File: src/rtl/riscv_hpc_bank.sv
// Hardware performance counter bank: NUM_CNT event counters plus a 64-bit cycle
// counter. It provides coherent snapshot reads, sticky overflow flags and an overflow interrupt.
module riscv_hpc_bank #(
  parameter int unsigned NUM_CNT = 8,
  parameter int unsigned CNT_W   = 48,
  parameter int unsigned EVT_W   = 16
) (
  input  logic             clk,
  input  logic             rst_i,
  input  logic [EVT_W-1:0] evt_i,
  input  logic             reg_we,
  input  logic             reg_re,
  input  logic [7:0]       reg_addr,
  input  logic [31:0]      reg_wdata,
  output logic [31:0]      reg_rdata,
  output logic             reg_rvalid,
  output logic             irq_o
);
  localparam int unsigned      HI_W     = CNT_W - 32;
  localparam logic [CNT_W-1:0] CNT_ONES = '1;
  localparam logic [CNT_W-1:0] CNT_ONE  = {{(CNT_W-1){1'b0}}, 1'b1};

  logic               global_en_q;
  logic [63:0]        cyc_q, cyc_snap_q;
  logic [EVT_W-1:0]   prev_q;
  logic [NUM_CNT-1:0] ovf_q, cfg_edge_q, cfg_en_q, cfg_irq_q;
  logic [4:0]         cfg_sel_q [NUM_CNT];
  logic [CNT_W-1:0]   cnt_q     [NUM_CNT];
  logic [CNT_W-1:0]   snap_q    [NUM_CNT];

  logic               wr_ctrl, wr_ovf, do_snap, do_clr;
  logic [NUM_CNT-1:0] wr_cfg, pre_lo, pre_hi, lvl, prv, evt, inc, ovf_set;
  logic [31:0]        rd_data;

  // The increment is gated here by CLR and preset so that the overflow flag only sets on a real wrap.
  always_comb begin
    wr_ctrl = reg_we && (reg_addr == 8'h00);
    wr_ovf  = reg_we && (reg_addr == 8'h01);
    do_snap = wr_ctrl && reg_wdata[1];
    do_clr  = wr_ctrl && reg_wdata[2];
    for (int unsigned i = 0; i < NUM_CNT; i++) begin
      wr_cfg[i] = reg_we && (reg_addr == 8'(16 + i));
      pre_lo[i] = reg_we && (reg_addr == 8'(32 + 2 * i));
      pre_hi[i] = reg_we && (reg_addr == 8'(33 + 2 * i));
      lvl[i] = 1'b0;
      prv[i] = 1'b0;
      for (int unsigned e = 0; e < EVT_W; e++) begin
        if (cfg_sel_q[i] == 5'(e)) begin
          lvl[i] = evt_i[e];
          prv[i] = prev_q[e];
        end
      end
      evt[i]     = cfg_edge_q[i] ? (lvl[i] & ~prv[i]) : lvl[i];
      inc[i]     = global_en_q && cfg_en_q[i] && evt[i] && !do_clr && !pre_lo[i] && !pre_hi[i];
      ovf_set[i] = inc[i] && (cnt_q[i] == CNT_ONES);
    end
  end

  always_comb begin
    rd_data = '0;
    case (reg_addr)
      8'h00:   rd_data = {31'b0, global_en_q};
      8'h01:   rd_data = 32'(ovf_q);
      8'h02:   rd_data = cyc_snap_q[31:0];
      8'h03:   rd_data = cyc_snap_q[63:32];
      default: ;
    endcase
    for (int unsigned i = 0; i < NUM_CNT; i++) begin
      if (reg_addr == 8'(16 + i))
        rd_data = {21'b0, cfg_irq_q[i], cfg_en_q[i], cfg_edge_q[i], 3'b0, cfg_sel_q[i]};
      if (reg_addr == 8'(32 + 2 * i))
        rd_data = snap_q[i][31:0];
      if (reg_addr == 8'(33 + 2 * i))
        rd_data = 32'(snap_q[i][CNT_W-1:32]);
    end
  end

  always_ff @(posedge clk or posedge rst_i) begin
    if (rst_i) begin
      global_en_q <= 1'b0;
      cyc_q       <= '0;
      cyc_snap_q  <= '0;
      prev_q      <= '0;
      ovf_q       <= '0;
      cfg_edge_q  <= '0;
      cfg_en_q    <= '0;
      cfg_irq_q   <= '0;
      irq_o       <= 1'b0;
      reg_rdata   <= '0;
      reg_rvalid  <= 1'b0;
      for (int unsigned i = 0; i < NUM_CNT; i++) begin
        cfg_sel_q[i] <= '0;
        cnt_q[i]     <= '0;
        snap_q[i]    <= '0;
      end
    end else begin
      prev_q     <= evt_i;
      reg_rvalid <= reg_re;
      if (reg_re)  reg_rdata   <= rd_data;
      if (wr_ctrl) global_en_q <= reg_wdata[0];
      // A new overflow wins over a same-edge write-1-to-clear.
      ovf_q <= (ovf_q & ~({NUM_CNT{wr_ovf}} & reg_wdata[NUM_CNT-1:0])) | ovf_set;
      irq_o <= |(ovf_q & cfg_irq_q);
      if (do_clr)           cyc_q <= '0;
      else if (global_en_q) cyc_q <= cyc_q + 64'd1;
      if (do_snap) cyc_snap_q <= cyc_q;
      for (int unsigned i = 0; i < NUM_CNT; i++) begin
        if (wr_cfg[i]) begin
          cfg_sel_q[i]  <= reg_wdata[4:0];
          cfg_edge_q[i] <= reg_wdata[8];
          cfg_en_q[i]   <= reg_wdata[9];
          cfg_irq_q[i]  <= reg_wdata[10];
        end
        if (do_snap) snap_q[i] <= cnt_q[i];
        if (do_clr)         cnt_q[i]             <= '0;
        else if (pre_lo[i]) cnt_q[i][31:0]       <= reg_wdata;
        else if (pre_hi[i]) cnt_q[i][CNT_W-1:32] <= reg_wdata[HI_W-1:0];
        else if (inc[i])    cnt_q[i]             <= cnt_q[i] + CNT_ONE;
      end
    end
  end

endmodule

File: config.mk
export PLATFORM = sky130hd
export DESIGN_NAME = riscv_hpc_bank
export DESIGN_NICKNAME = d
export VERILOG_FILES = /design/src/rtl/riscv_hpc_bank.sv
export SDC_FILE = /design/constraint.sdc
export NUM_CORES = 2
export LEC_CHECK = 0
export ABC_CLOCK_PERIOD_IN_PS = 47700
export BUFFER_PORTS_ARGS = -buffer_cell sky130_fd_sc_hd__buf_4
export CELL_PAD_IN_SITES_DETAIL_PLACEMENT = 2
export CELL_PAD_IN_SITES_GLOBAL_PLACEMENT = 2
export CORE_ASPECT_RATIO = 0.75
export CORE_UTILIZATION = 45
export CTS_CLUSTER_DIAMETER = 200
export DETAILED_ROUTE_END_ITERATION = 6
export HOLD_SLACK_MARGIN = 0.05
export PLACE_DENSITY = 0.91
export SLEW_MARGIN = 20
export SYNTH_ARGS = -nofsm -noshare
export SYNTH_HDL_FRONTEND = slang
export SYNTH_SLANG_ARGS = --single-unit
File: constraint.sdc
create_clock -name clk -period 47.7 [get_ports clk]
set_clock_uncertainty 0.15 [all_clocks]
set_input_delay 4.77 -clock clk [delete_from_list [all_inputs] [get_ports clk]]
set_output_delay 4.77 -clock clk [all_outputs]
set_load 0.02 [all_outputs]
==> impl_results.md <==
- Reg2reg path depth: 9
- Achievable frequency: 103 MHz
- Outcome: finished with violations
- Mux cell area share after synthesis: 0.114
- Chip width: 407 um
- First-pass DRT Iterations: 7
- Seq cells post-synth: 1019
- Hold Buf Count CTS: 0
- DR iter-0 viols: 9013
- Ys async rst share: 1.00
- Post-synthesis compound-gate area fraction: 0.160
- Placed insts: 6956
- Residual DRC: 93
- Routed vias: 56.3k
- IO Pins: 94
- Routed WL per cell: 43.4 um
- Ys Warns: 0
- Clk buf depth: 3
- Post-synth top flop: dfrtp_1
- Synth Area in XOR/XNOR: 0.0654
- Worst min-delay path startpoint: snap_q[137]
- Reg-to-reg slack, setup: 42.91 ns
- I/O Buffers: 93
- Nets@finish: 5515
- First-pass GRT wire length: 446000 um
- Failing checks: design-rule violations
- Post-synthesis simple-gate area fraction: 0.161
- Largest net degree at the start of global routing: 180
- Post-Synthesis Cell Area: 55300 um2
- Yosys cell types: 102
- Post-CTS sizing: 0
- Critical setup path kind: in2reg
- # setup viols final: 0
- Number of vias per cell: 7.81
- Number of max-cap violations: 0
- Setup bufs post-CTS: 0
- Register area share after synthesis: 0.461
- Fin crit share: 0.204
- Min Tclk post-route: 9.74 ns
- Min-delay worst type: reg2reg
- Core box area: 121000 um2
- Mean Syn Cell Area: 9.93 um2
- RR Startpoint: cfg_sel_q[31]
- Power Dens Cells: 35.4 nW/um2
- Total Power: 2.16 mW
- HPWL after DPL: 185000 um
- Post-Route WL: 313000 um
- Static Leak: 25.3 nW
- Worst hold stages: 1
- WP data required: 48.19 ns
- Post-route setup TNS: 0 ns
- Initial antenna violation count: 47
- Routability cong.: 0.998
- Fraction of layout cells with a size suffix above 1: 0.181
- ANT nets after route: 0
- Final hold vios: 0
- Pin slew with the least headroom to its limit: 1.42 ns
- CTS buffer count: 108
- Main combinational cell family by area after synthesis: simple AND/OR/NAND/NOR gates
- Die footprint: 124000 um2
- Die Y: 306 um
- CTS tree: yes
- Fin Hold WS: 0.363 ns
- Peak supply drop: 0.0000317 V
- CP endpoint kind: register
- Worst-path clk slew: 0.07 ns
- Post-synth EDFFs: 0
- Area grow syn2layout: 10.6%
- Initial Util: 0.457
- Clock sink total: 1019
- Area post-placement: 57300 um2
- # rows: 110
- Final Max Slew Viols: 0
- Clk root buf: clkbuf_16
- Fraction of the mapped netlist area in adder cells: 0.00204
- Worst Hold End: snap_q[137]
- Max H-tree Level: 3
- Final instance area: 61100 um2
- R2R Path End: cnt_q[313]
- Final Non-Filler Cells: 7210
- WP data arrival: 10.23 ns
- Synth Net Count: 5636
- RSZ-0062 raised after global routing: false
- Rel. slew slack: 0.0548
- Vias in the first global route: 58.6k
- Gr usage total: 0.497
- GR Overflow Total: 0
- Worst skew pair latency: 0.79 ns
- Syn Inst Count: 5567
- Worst-path fanout max: 179
- CP startpoint kind: input port
==> stage by stage <==
stage	utilization	worst slack, ns
3_3_place_gp	0.474	37.91
3_5_place_dp	0.474	37.70
2_1_floorplan	-	14.11
4_1_cts	0.504	38.28
6_report	0.506	37.96
5_1_grt	0.505	37.94
==> final cells by class <==
class,count,area (um2)
Fill cell,12200,59700
Multi-Input combinational cell,4049,28000
Sequential cell,1019,25500
Clock buffer,157,3160
Tap cell,1624,2030
Timing Repair Buffer,204,1590
Clock inverter,34,404
Inverter,64,248
Antenna cell,59,148
==> logic make-up (layout without fill, tap and decap cells) <==
logic type / after synthesis / count (layout)
mux: 547 / 547
other cells: 0 / 59
buf+inv: 499 / 459
fa+ha+maj: 9 / 9
compound gates: 1443 / 1443
flops: 1019 / 1019
xor+xnor: 413 / 413
simple gates: 1637 / 1637
==> flip-flops by register name (all words and copies together) (netlist names) <==
| register | flops |
|---|---|
| reg_rvalid | 1 |
| cnt_q | 384 |
| reg_rdata | 32 |
| cyc_snap_q | 64 |
| cfg_irq_q | 8 |
| snap_q | 384 |
| prev_q | 16 |
| cfg_en_q | 8 |
| cyc_q | 64 |
| global_en_q | 1 |
| irq_o | 1 |
| cfg_edge_q | 8 |
| ovf_q | 8 |
| cfg_sel_q | 40 |
==> Yosys cell counts, types with 40 or more instances <==
| cell | number | share of area |
|---|---|---|
| dfrtp_1 | 1019 | 0.46 |
| o21ai_0 | 509 | 0.046 |
| mux2_2 | 489 | 0.10 |
| a21oi_1 | 405 | 0.037 |
| nand2_1 | 375 | 0.025 |
| clkbuf_1 | 320 | 0.022 |
| xnor2_1 | 281 | 0.045 |
| nor2_1 | 267 | 0.018 |
| nand3_1 | 178 | 0.016 |
| nor3_1 | 140 | 0.013 |
| nand4_1 | 132 | 0.015 |
| xor2_1 | 132 | 0.021 |
| nor4_1 | 102 | 0.012 |
| and3_1 | 93 | 0.011 |
| a22oi_1 | 80 | 0.011 |
| buf_2 | 79 | 0.0072 |
| a221oi_1 | 71 | 0.011 |
| inv_1 | 64 | 0.0043 |
| and4_1 | 51 | 0.0081 |
| mux2i_1 | 43 | 0.0078 |
| and2_1 | 40 | 0.0045 |
==> cells in the final DEF (no fill, tap or decap), types with 29 or more instances in the layout <==
cell and count:
dfrtp_1 1019, o21ai_0 509, mux2_2 489, a21oi_1 402
nand2_1 374, xnor2_1 281, nor2_1 261, buf_4 197
nand3_1 174, nand4_1 132, xor2_1 132, nor3_1 131
clkbuf_16 108, nor4_1 100, and3_1 92, a22oi_1 80
a221oi_1 67, inv_1 63, diode_2 59, and4_1 51
mux2i_1 43, and2_1 39, or3_1 37, o2111ai_1 35
a31oi_1 33, a211oi_1 32, nand2b_1 31, o211ai_1 30
o22ai_1 29, nor4_2 29
==> critical path, stage by stage <==
cell     delay [ns]
buf_4          0.33
or3b_2         0.42
nor3_1         0.17
nand2_4        0.82
buf_12         0.70
buf_4          0.97
buf_4          0.99
nand2_1        0.39
o21ai_0        0.29
==> layer usage <==
metal / part of all wire / up-vias / global-route usage
met5: 0.0017 / - / 0.0144
met4: 0.086 / 30 / 0.332
met3: 0.15 / 2005 / 0.232
met2: 0.41 / 5356 / 0.699
met1: 0.35 / 28600 / 0.602
li1: - / 20300 / -
==> worst max-delay path by stage <==
stage | startpoint | end | cells past startpoint
final | reg_addr[0] | snap_q[148] | 9
after detailed placement | reg_addr[0] | snap_q[160] | 8
after CTS | reg_addr[0] | snap_q[148] | 9
after global placement | reg_addr[0] | snap_q[16] | 8
after global routing | reg_addr[0] | snap_q[148] | 9
after floorplan | rst_i | cfg_edge_q[0] | 1
==> where the power goes <==
group	internal (mW)	total, mW	switching [mW]
registers	0.913	1.01	0.0947
logic	0.0738	0.235	0.161
clock network	0.496	0.920	0.424
No activity file was read; power rests on OpenSTA's default activity.
